[src/rtl/uart_pkg.sv]
// Shared types for the UART receive path: deserializer state encoding and
// the byte type carried through the receive FIFO.
// Optional feature macro: UART_RX_PARITY_EN (even-parity bit between data and stop).
package uart_pkg;

   typedef logic [7:0] uart_byte_t;

   typedef enum logic [2:0] {
      ST_IDLE,
      ST_START,
      ST_DATA,
`ifdef UART_RX_PARITY_EN
      ST_PARITY,
`endif
      ST_STOP,
      ST_WAIT_IDLE
   } uart_state_t;

`ifdef UART_RX_PARITY_EN
   // Value the parity bit must take so that data plus parity has an even count of ones.
   function automatic logic even_parity(input uart_byte_t data);
      return ^data;
   endfunction
`endif

endpackage

[src/rtl/uart_rx_sync_fifo.sv]
// Synchronous byte FIFO for received UART data. Head byte is presented
// combinationally and forced to zero while empty. A push while full is
// accepted only if a pop happens in the same cycle.
module uart_rx_sync_fifo
   import uart_pkg::*;
#(
   parameter int unsigned FIFO_DEPTH = 8
) (
   input  logic       clock,
   input  logic       reset_n,
   input  logic       push,
   input  uart_byte_t push_data,
   input  logic       pop,
   output uart_byte_t head_data,
   output logic       full,
   output logic       empty
);

   localparam int unsigned AW = $clog2(FIFO_DEPTH);
   localparam logic [AW:0] DEPTH_CNT = (AW+1)'(FIFO_DEPTH);

   uart_byte_t    mem [FIFO_DEPTH];
   logic [AW-1:0] wr_ptr;
   logic [AW-1:0] rd_ptr;
   logic [AW:0]   count;
   logic          do_push;
   logic          do_pop;

   assign full    = (count == DEPTH_CNT);
   assign empty   = (count == '0);
   assign do_pop  = pop && !empty;
   assign do_push = push && (!full || do_pop);

   assign head_data = empty ? '0 : mem[rd_ptr];

   // Pointer and occupancy bookkeeping; pointers wrap naturally at FIFO_DEPTH.
   always_ff @(posedge clock) begin
      if (!reset_n) begin
         wr_ptr <= '0;
         rd_ptr <= '0;
         count  <= '0;
      end else begin
         if (do_push) wr_ptr <= wr_ptr + 1'b1;
         if (do_pop)  rd_ptr <= rd_ptr + 1'b1;
         case ({do_push, do_pop})
            2'b10:   count <= count + 1'b1;
            2'b01:   count <= count - 1'b1;
            default: count <= count;
         endcase
      end
   end

   // Storage array; contents are don't-care while empty, so no reset.
   always_ff @(posedge clock) begin
      if (do_push) mem[wr_ptr] <= push_data;
   end

endmodule

[src/rtl/uart_rx_fifo.sv]
// UART receiver (8N1, or 8E1 when UART_RX_PARITY_EN is defined) with a
// byte FIFO and sticky frame_error / overrun flags.
// Optional feature macro: UART_RX_PARITY_EN.
module uart_rx_fifo
   import uart_pkg::*;
#(
   parameter int unsigned CYCLES_PER_BIT = 434,
   parameter int unsigned FIFO_DEPTH     = 8
) (
   input  logic       clock,
   input  logic       reset_n,
   input  logic       uart_rx,
   output logic [7:0] rx_data,
   output logic       rx_valid,
   input  logic       rx_ready,
   output logic       frame_error,
   output logic       overrun,
   input  logic       clear_errors
);

   localparam logic [15:0] HALF_LOAD = 16'(CYCLES_PER_BIT / 2 - 1);
   localparam logic [15:0] BIT_LOAD  = 16'(CYCLES_PER_BIT - 1);

   logic        sync1;
   logic        sync2;
   logic        sync_prev;
   logic        fall;

   uart_state_t state;
   uart_state_t state_nxt;
   logic [15:0] cnt;
   logic [15:0] cnt_nxt;
   logic [2:0]  bit_idx;
   logic [2:0]  bit_idx_nxt;
   uart_byte_t  shreg;
   uart_byte_t  shreg_nxt;
`ifdef UART_RX_PARITY_EN
   logic        par_err;
   logic        par_err_nxt;
`endif

   logic        push;
   logic        frame_evt;
   logic        overrun_evt;
   logic        pop;
   logic        fifo_full;
   logic        fifo_empty;
   uart_byte_t  head_data;

   assign fall = sync_prev && !sync2;

   // Two-flop synchronizer plus a delayed copy for falling-edge detection.
   always_ff @(posedge clock) begin
      if (!reset_n) begin
         sync1     <= 1'b1;
         sync2     <= 1'b1;
         sync_prev <= 1'b1;
      end else begin
         sync1     <= uart_rx;
         sync2     <= sync1;
         sync_prev <= sync2;
      end
   end

   // Deserializer state, bit timer, bit index and shift register.
   always_ff @(posedge clock) begin
      if (!reset_n) begin
         state   <= ST_IDLE;
         cnt     <= '0;
         bit_idx <= '0;
         shreg   <= '0;
`ifdef UART_RX_PARITY_EN
         par_err <= 1'b0;
`endif
      end else begin
         state   <= state_nxt;
         cnt     <= cnt_nxt;
         bit_idx <= bit_idx_nxt;
         shreg   <= shreg_nxt;
`ifdef UART_RX_PARITY_EN
         par_err <= par_err_nxt;
`endif
      end
   end

   // Next-state logic: every sample is taken when the bit timer reaches zero.
   always_comb begin
      state_nxt   = state;
      cnt_nxt     = cnt;
      bit_idx_nxt = bit_idx;
      shreg_nxt   = shreg;
      push        = 1'b0;
      frame_evt   = 1'b0;
`ifdef UART_RX_PARITY_EN
      par_err_nxt = par_err;
`endif
      case (state)
         ST_IDLE: begin
            if (fall) begin
               state_nxt = ST_START;
               cnt_nxt   = HALF_LOAD;
            end
         end
         ST_START: begin
            if (cnt != '0) begin
               cnt_nxt = cnt - 16'd1;
            end else if (!sync2) begin
               state_nxt   = ST_DATA;
               cnt_nxt     = BIT_LOAD;
               bit_idx_nxt = '0;
`ifdef UART_RX_PARITY_EN
               par_err_nxt = 1'b0;
`endif
            end else begin
               state_nxt = ST_IDLE;
            end
         end
         ST_DATA: begin
            if (cnt != '0) begin
               cnt_nxt = cnt - 16'd1;
            end else begin
               shreg_nxt   = {sync2, shreg[7:1]};
               cnt_nxt     = BIT_LOAD;
               bit_idx_nxt = bit_idx + 3'd1;
               if (bit_idx == 3'd7) begin
`ifdef UART_RX_PARITY_EN
                  state_nxt = ST_PARITY;
`else
                  state_nxt = ST_STOP;
`endif
               end
            end
         end
`ifdef UART_RX_PARITY_EN
         ST_PARITY: begin
            if (cnt != '0) begin
               cnt_nxt = cnt - 16'd1;
            end else begin
               if (sync2 != even_parity(shreg)) begin
                  par_err_nxt = 1'b1;
                  frame_evt   = 1'b1;
               end
               cnt_nxt   = BIT_LOAD;
               state_nxt = ST_STOP;
            end
         end
`endif
         ST_STOP: begin
            if (cnt != '0) begin
               cnt_nxt = cnt - 16'd1;
            end else if (sync2) begin
`ifdef UART_RX_PARITY_EN
               push = !par_err;
`else
               push = 1'b1;
`endif
               state_nxt = ST_IDLE;
            end else begin
               frame_evt = 1'b1;
               state_nxt = ST_WAIT_IDLE;
            end
         end
         ST_WAIT_IDLE: begin
            if (sync2) state_nxt = ST_IDLE;
         end
         default: state_nxt = ST_IDLE;
      endcase
   end

   assign rx_valid    = !fifo_empty;
   assign rx_data     = head_data;
   assign pop         = rx_valid && rx_ready;
   assign overrun_evt = push && fifo_full && !pop;

   uart_rx_sync_fifo #(
      .FIFO_DEPTH (FIFO_DEPTH)
   ) u_fifo (
      .clock     (clock),
      .reset_n   (reset_n),
      .push      (push),
      .push_data (shreg),
      .pop       (pop),
      .head_data (head_data),
      .full      (fifo_full),
      .empty     (fifo_empty)
   );

   // Sticky error flags: a new event in the same cycle overrides clear_errors.
   always_ff @(posedge clock) begin
      if (!reset_n) begin
         frame_error <= 1'b0;
         overrun     <= 1'b0;
      end else begin
         if (frame_evt)         frame_error <= 1'b1;
         else if (clear_errors) frame_error <= 1'b0;
         if (overrun_evt)       overrun <= 1'b1;
         else if (clear_errors) overrun <= 1'b0;
      end
   end

endmodule
[config.mk]
export PLATFORM = sky130hd
export DESIGN_NAME = uart_rx_fifo
export DESIGN_NICKNAME = d
export VERILOG_FILES = /design/src/rtl/uart_pkg.sv /design/src/rtl/uart_rx_sync_fifo.sv /design/src/rtl/uart_rx_fifo.sv
export SDC_FILE = /design/constraint.sdc
export NUM_CORES = 1
export LEC_CHECK = 0
export ABC_CLOCK_PERIOD_IN_PS = 8550
export CAP_MARGIN = 10
export CORE_MARGIN = 5
export CORE_UTILIZATION = 30
export DETAILED_ROUTE_END_ITERATION = 12
export GPL_TIMING_DRIVEN = 1
export PLACE_DENSITY = 0.43
export REMOVE_ABC_BUFFERS = 1
export SYNTH_ARGS = -nofsm -noshare
export SYNTH_HDL_FRONTEND = slang
export SYNTH_SLANG_ARGS = --single-unit
[constraint.sdc]
create_clock -name clock -period 8.55 [get_ports clock]
set_clock_uncertainty 0.2 [all_clocks]
set_input_delay 1.71 -clock clock [delete_from_list [all_inputs] [get_ports clock]]
set_output_delay 1.71 -clock clock [all_outputs]
set_load 0.03 [all_outputs]
-- After elaboration in Yosys (flattened, before gate mapping)
Memories as Yosys holds them, arrays and structs flattened. A register that Yosys moved wholly into a read port is not among the register bits.
Index checks and enable logic that the tools add are counted.
W data, S select, Z words.
- register bits after elaboration: 45
- memory bits (writable): 64
- input port bits: 5
- output and inout port bits: 11
- logic and storage cells: 94
- memories kept: 1
- memory list (name ; depth ; bits a word ; rd ports ; clocked after Yosys merged registers in ; wr ports ; RTL line ; text):
    u_fifo.mem ; 8 ; 8 ; 1 ; 1 ; 1 ; uart_rx_sync_fifo.sv:22 ; uart_byte_t mem [FIFO_DEPTH];
- add/subtract/negate cells: 6
- eq/ne operators: 17
- muxes and demuxes: 34
- bitwise operators: 1
- reductions and logical operators: 23
- operators by type and width (kind ; count):
    $mux W16 ; 5
    $pmux W16 S4 ; 1
    $mux W3 ; 12
    $ne A2 B2 Y1 const B ; 8
    $reduce_bool A16 Y1 ; 1
    $sub A16 B1 Y16 const B ; 1
    $pmux W3 S5 ; 1
    $mux W1 ; 11
    $add A3 B1 Y3 const B ; 3
    $mux W8 ; 1
    $pmux W4 S2 ; 1
    $reduce_and A4 Y1 ; 2
    $reduce_bool A2 Y1 ; 4
    $eq A3 B2 Y1 const B ; 2
    $eq A3 B3 Y1 const B ; 2
    $logic_and A1 B1 Y1 ; 6
    $pmux W3 S2 ; 1
    $reduce_and A6 Y1 ; 1
    $add A4 B1 Y4 const B ; 1
    $eq A4 B4 Y1 const B ; 1
    $logic_not A1 Y1 ; 4
    $logic_not A4 Y1 ; 1
    $reduce_bool A4 Y1 ; 1
    $sub A4 B1 Y4 const B ; 1
    other kinds (9) ; 9

-- Logic depth before layout (Yosys ltp)
- depth in word-level cells: 8
- gate-level depth with buffers: 14
- mapped depth without buffers: 13

-- Cells and area by module
From an unflattened synthesis, not the netlist that was laid out.
- cells, all modules: 396
- area, all modules: 4969.8 um^2
- modules (own cells, without submodules) (module ; instances ; cells an instance ; area an instance (um^2) ; seq. area each (um^2)):
    uart_rx_sync_fifo ; 1 ; 187 ; 3191.8 ; 2182.1
    uart_rx_fifo ; 1 ; 209 ; 1778.0 ; 700.7

-- Least setup slack after synthesis
Ideal clock, no wire load.
- kind: input to register
- start point: in rx_ready
- end point: reg u_fifo.count[2]
- library setup time: 0.070 ns
- data arrival time: 3.609 ns
- required time: 8.280 ns
- path slack: 4.671 ns
- stages on the path: 11
- buffers on the path: 1
- cell sequence: or3b_1 -> and4b_1 -> clkbuf_1 -> inv_1 -> ha_1 -> xor2_1 -> ha_1 -> a21oi_1 -> xor2_1 -> or3_1 -> a21oi_1
- longest elaborated chain between the ends: 6
- RTL lines (element ; RTL line ; text):
    from (decl) ; uart_rx_fifo.sv:15 ; input logic rx_ready,
    $logic_and A1 B1 Y1 * ; uart_rx_fifo.sv:172 ; assign pop = rx_valid && rx_ready;
    $logic_and A1 B1 Y1 * ; uart_rx_sync_fifo.sv:31 ; assign do_pop = pop && !empty;
    $logic_or A1 B1 Y1 ; uart_rx_sync_fifo.sv:32 ; assign do_push = push && (!full || do_pop);
    $logic_and A1 B1 Y1 ; uart_rx_sync_fifo.sv:32 ;
    $eq A2 B1 Y1 or $eq A2 B2 Y1 (tied branches) ; uart_rx_sync_fifo.sv:45 ; case ({do_push, do_pop})
    $pmux W4 S2 or $reduce_bool A2 Y1 (tied branches) ; -- ;
    to (signal assigned) ; uart_rx_sync_fifo.sv:46 ; 2'b10: count <= count + 1'b1;
    to (signal assigned) ; uart_rx_sync_fifo.sv:47 ; 2'b01: count <= count - 1'b1;
    to (signal assigned) ; uart_rx_sync_fifo.sv:48 ; default: count <= count;
    to (decl) ; uart_rx_sync_fifo.sv:25 ; logic [AW:0] count;
Mark *: on every way between the ends. The rest lies on a longest branch, timed or not.
A chain may end at the register's enable or synchronous reset.

-- Worst setup path after layout
- start point: reg u_fifo.count[1]
- end point: out rx_valid
- longest elaborated chain between the ends: 2
- RTL lines (element ; RTL line ; text):
    $logic_not A4 Y1 ; uart_rx_sync_fifo.sv:30 ; assign empty = (count == '0);
    $logic_not A1 Y1 ; uart_rx_fifo.sv:170 ; assign rx_valid = !fifo_empty;
    to (decl) ; uart_rx_fifo.sv:14 ; output logic rx_valid,
Every way passes these cells.

==> metrics <==
status=finished clean; FF+latch count, synth=112; H-tree Lvls=3; yosys warns=0; multi-input logic area=around 0.0018 mm²; All-Layer GR Usage=between 10% and 20%; DP Cell Count=611; CP required=~6.6 ns; die area=0.0187 mm²; CTS sink count=about 110; Critical Path Slowest Stage Cell=clkdlybuf4s50_1; Post-Route WL=9.66 mm; synth unique cells=51; row count=46; Rel. slew slack=~34%; Pre-antenna DRT Iters=4; core area=0.0158 mm²; Hold Fails Final Rpt=0; Via-to-Cell Ratio=4.75; Mapped Cells=391; Setup violations, final=0; crit-path max FO=9; Top-Level Pins=16; routed via count=2980; power per cell area=264 mW/mm²; Die X=137 µm; CTS Buffer Depth=2; Post-synth EDFFs=64; Worst-path clk slew=~0.08 ns; post-cts resize count=0; post-route insts no fill=627; Synth area leaders=edfxtp_1 40%, dfxtp_1 20%, mux4_2 7.5%, nor2_1 3.0%, nand2_1 3.0%; routed length per instance=15.4 µm; initial antenna violation count=0; top cell type by total area after synthesis=edfxtp_1; vias in the first global route=between 2000 and 3000; starting density of the core=30.4%; antenna cells=0; worst vdd ir=145 µV; max incr delay on CP=0.65 ns; Slew @ Worst Pin=0.983 ns; Final period util=52.1%; Area Growth Syn to Fin=14.8%; Mapped Avg Cell Area=12.3 µm²; number of port buffers=15; initial DRC count=151; Final Slew Violations=0; share of the synthesized area in the top cell type=39.9%; TritonCTS clock tree=done; CP endpoint kind=output pin; routability congestion estimate=0.761; setup TNS=0 ns; Tmin final=4.45 ns; Final nets=420; top_reg_cell synth=edfxtp_1; hpwl dp=6.56 mm; Skew-Pair Late Insertion Delay=0.35 ns; Synth async-reset ratio=0%; Congestion Overflow GR=0; # DRC=0; Register Area=0.00288 mm²; fill count=1564; Synth Cell Area=0.00482 mm²; min-delay worst type=flop to flop; cts hold-fix bufs=0; max_cap viols=0; CP Class=flop to output pin; first-pass GRT wire length=15.6 mm; antenna-violating nets left=0; clk root buf=clkbuf_16; most frequent cells in the layout=64 x edfxtp_1, 48 x dfxtp_1, 39 x nor2_1, 38 x nand2_1, 25 x a21oi_1; RSZ-0062 raised after global routing=false; die height=137 µm; achievable frequency=225 MHz; Arrival @ worst endpoint=~2.5 ns; register area share after synthesis=59.9%; share of layout cells above drive strength 1=10.9%; CP cell instances=or3_1 > nor2_1 > inv_1 > clkdlybuf4s50_1; largest net degree at the start of global routing=31; most common cell after layout, fill and taps aside=edfxtp_1; CP Launch Type=flop; Pleak=1.82 nW; setup bufs post-CTS=0; total clock buffers created by CTS=9
==> registers in the layout, summed over array words and instances (netlist names), named ones only <==
signal,flops
u_fifo.count,4
sync1,1
cnt,16
bit_idx,3
state,3
u_fifo.rd_ptr,3
frame_error,1
sync2,1
overrun,1
shreg,8
u_fifo.mem,64
u_fifo.wr_ptr,3
sync_prev,1
==> logic make-up (layout without fill, tap and decap cells) <==
kind of cell             count (synthesis)  after routing  share of synthesized area (%)
AO/OA/AOI/OAI                           56             56                           6.94
XOR/XNOR                                10             10                           1.82
adder cells (fa/ha/maj)                  9              9                           2.34
buffers and inverters                   25             45                           2.05
flip-flops                             112            112                           59.9
multiplexers                            28             28                           9.98
AND/OR/NAND/NOR                        151            151                           17.0
==> layer usage <==
metal / routed length [µm] / vias up / GRT usage (%)
li1: - / 1470 / -
met1: 4570 / 1473 / 14.3
met2: 4740 / 28 / 17.9
met3: 201 / 9 / 1.91
met4: 154 / 0 / 4.98
met5: 0 / - / 0
==> critical path: cells and delay by family (launching register included) <==
family                 cells  cell delay (ns)
flip-flops                 1             0.37
buffers and inverters      2             0.83
AND/OR/NAND/NOR            2             0.99
==> synth_stat cells, types with 3 or more instances <==
library cell   n
edfxtp_1      64
nand3_1        9
or2_2          3
inv_1         11
dfxtp_1       48
nor3_1         7
or4_1          4
nor3b_1        3
buf_2          4
nand2b_1      12
a21oi_1       25
o21ai_0       12
mux4_2        16
clkbuf_1       9
xor2_1         8
a31oi_1        4
nand2_1       38
nand3b_1       3
nor2_1        39
o31ai_1        3
ha_1           9
mux2i_1       12
nand4_1        4
or3_1          8
nor2b_1        4
==> final timing paths <==
path	slack, ns	cells after the start	to	start
setup / recovery	4.10	4	rx_valid	u_fifo.count[1]
setup reg to reg	5.19	12	u_fifo.count[2]	u_fifo.count[1]
hold reg to reg	0.23	1	sync2	sync1
hold / removal	0.23	1	sync2	sync1
==> through the flow <==
step / hold slack [ns] / cell area (µm²) / power, mW / utilization (%) / setup WS (ns)
after global placement: 0.201 / 5200 / 1.02 / 32.9 / 4.10
after floorplan: 0.186 / 4760 / 0.925 / - / 4.74
final: 0.225 / 5530 / 1.46 / 34.9 / 4.10
after detailed placement: 0.201 / 5200 / 1.02 / 32.9 / 4.05
after global routing: 0.253 / 5530 / 1.54 / 34.9 / 3.92
after CTS: 0.228 / 5530 / 1.48 / 34.9 / 3.99
==> where the power goes <==
group	internal, mW	switching (mW)
registers	0.597	0.0485
logic	0.144	0.213
clock network	0.260	0.199
total	1.00	0.460
==> final cells by class <==
cell class	count	share of cell area [%]
clock inverter	7	1.86
inverter	11	0.747
timing repair buffer	18	3.12
tap	216	4.89
clock buffer	9	4.07
sequential	112	52.1
multi-input combinational	254	33.2
(Power assumes the default switching activity.)
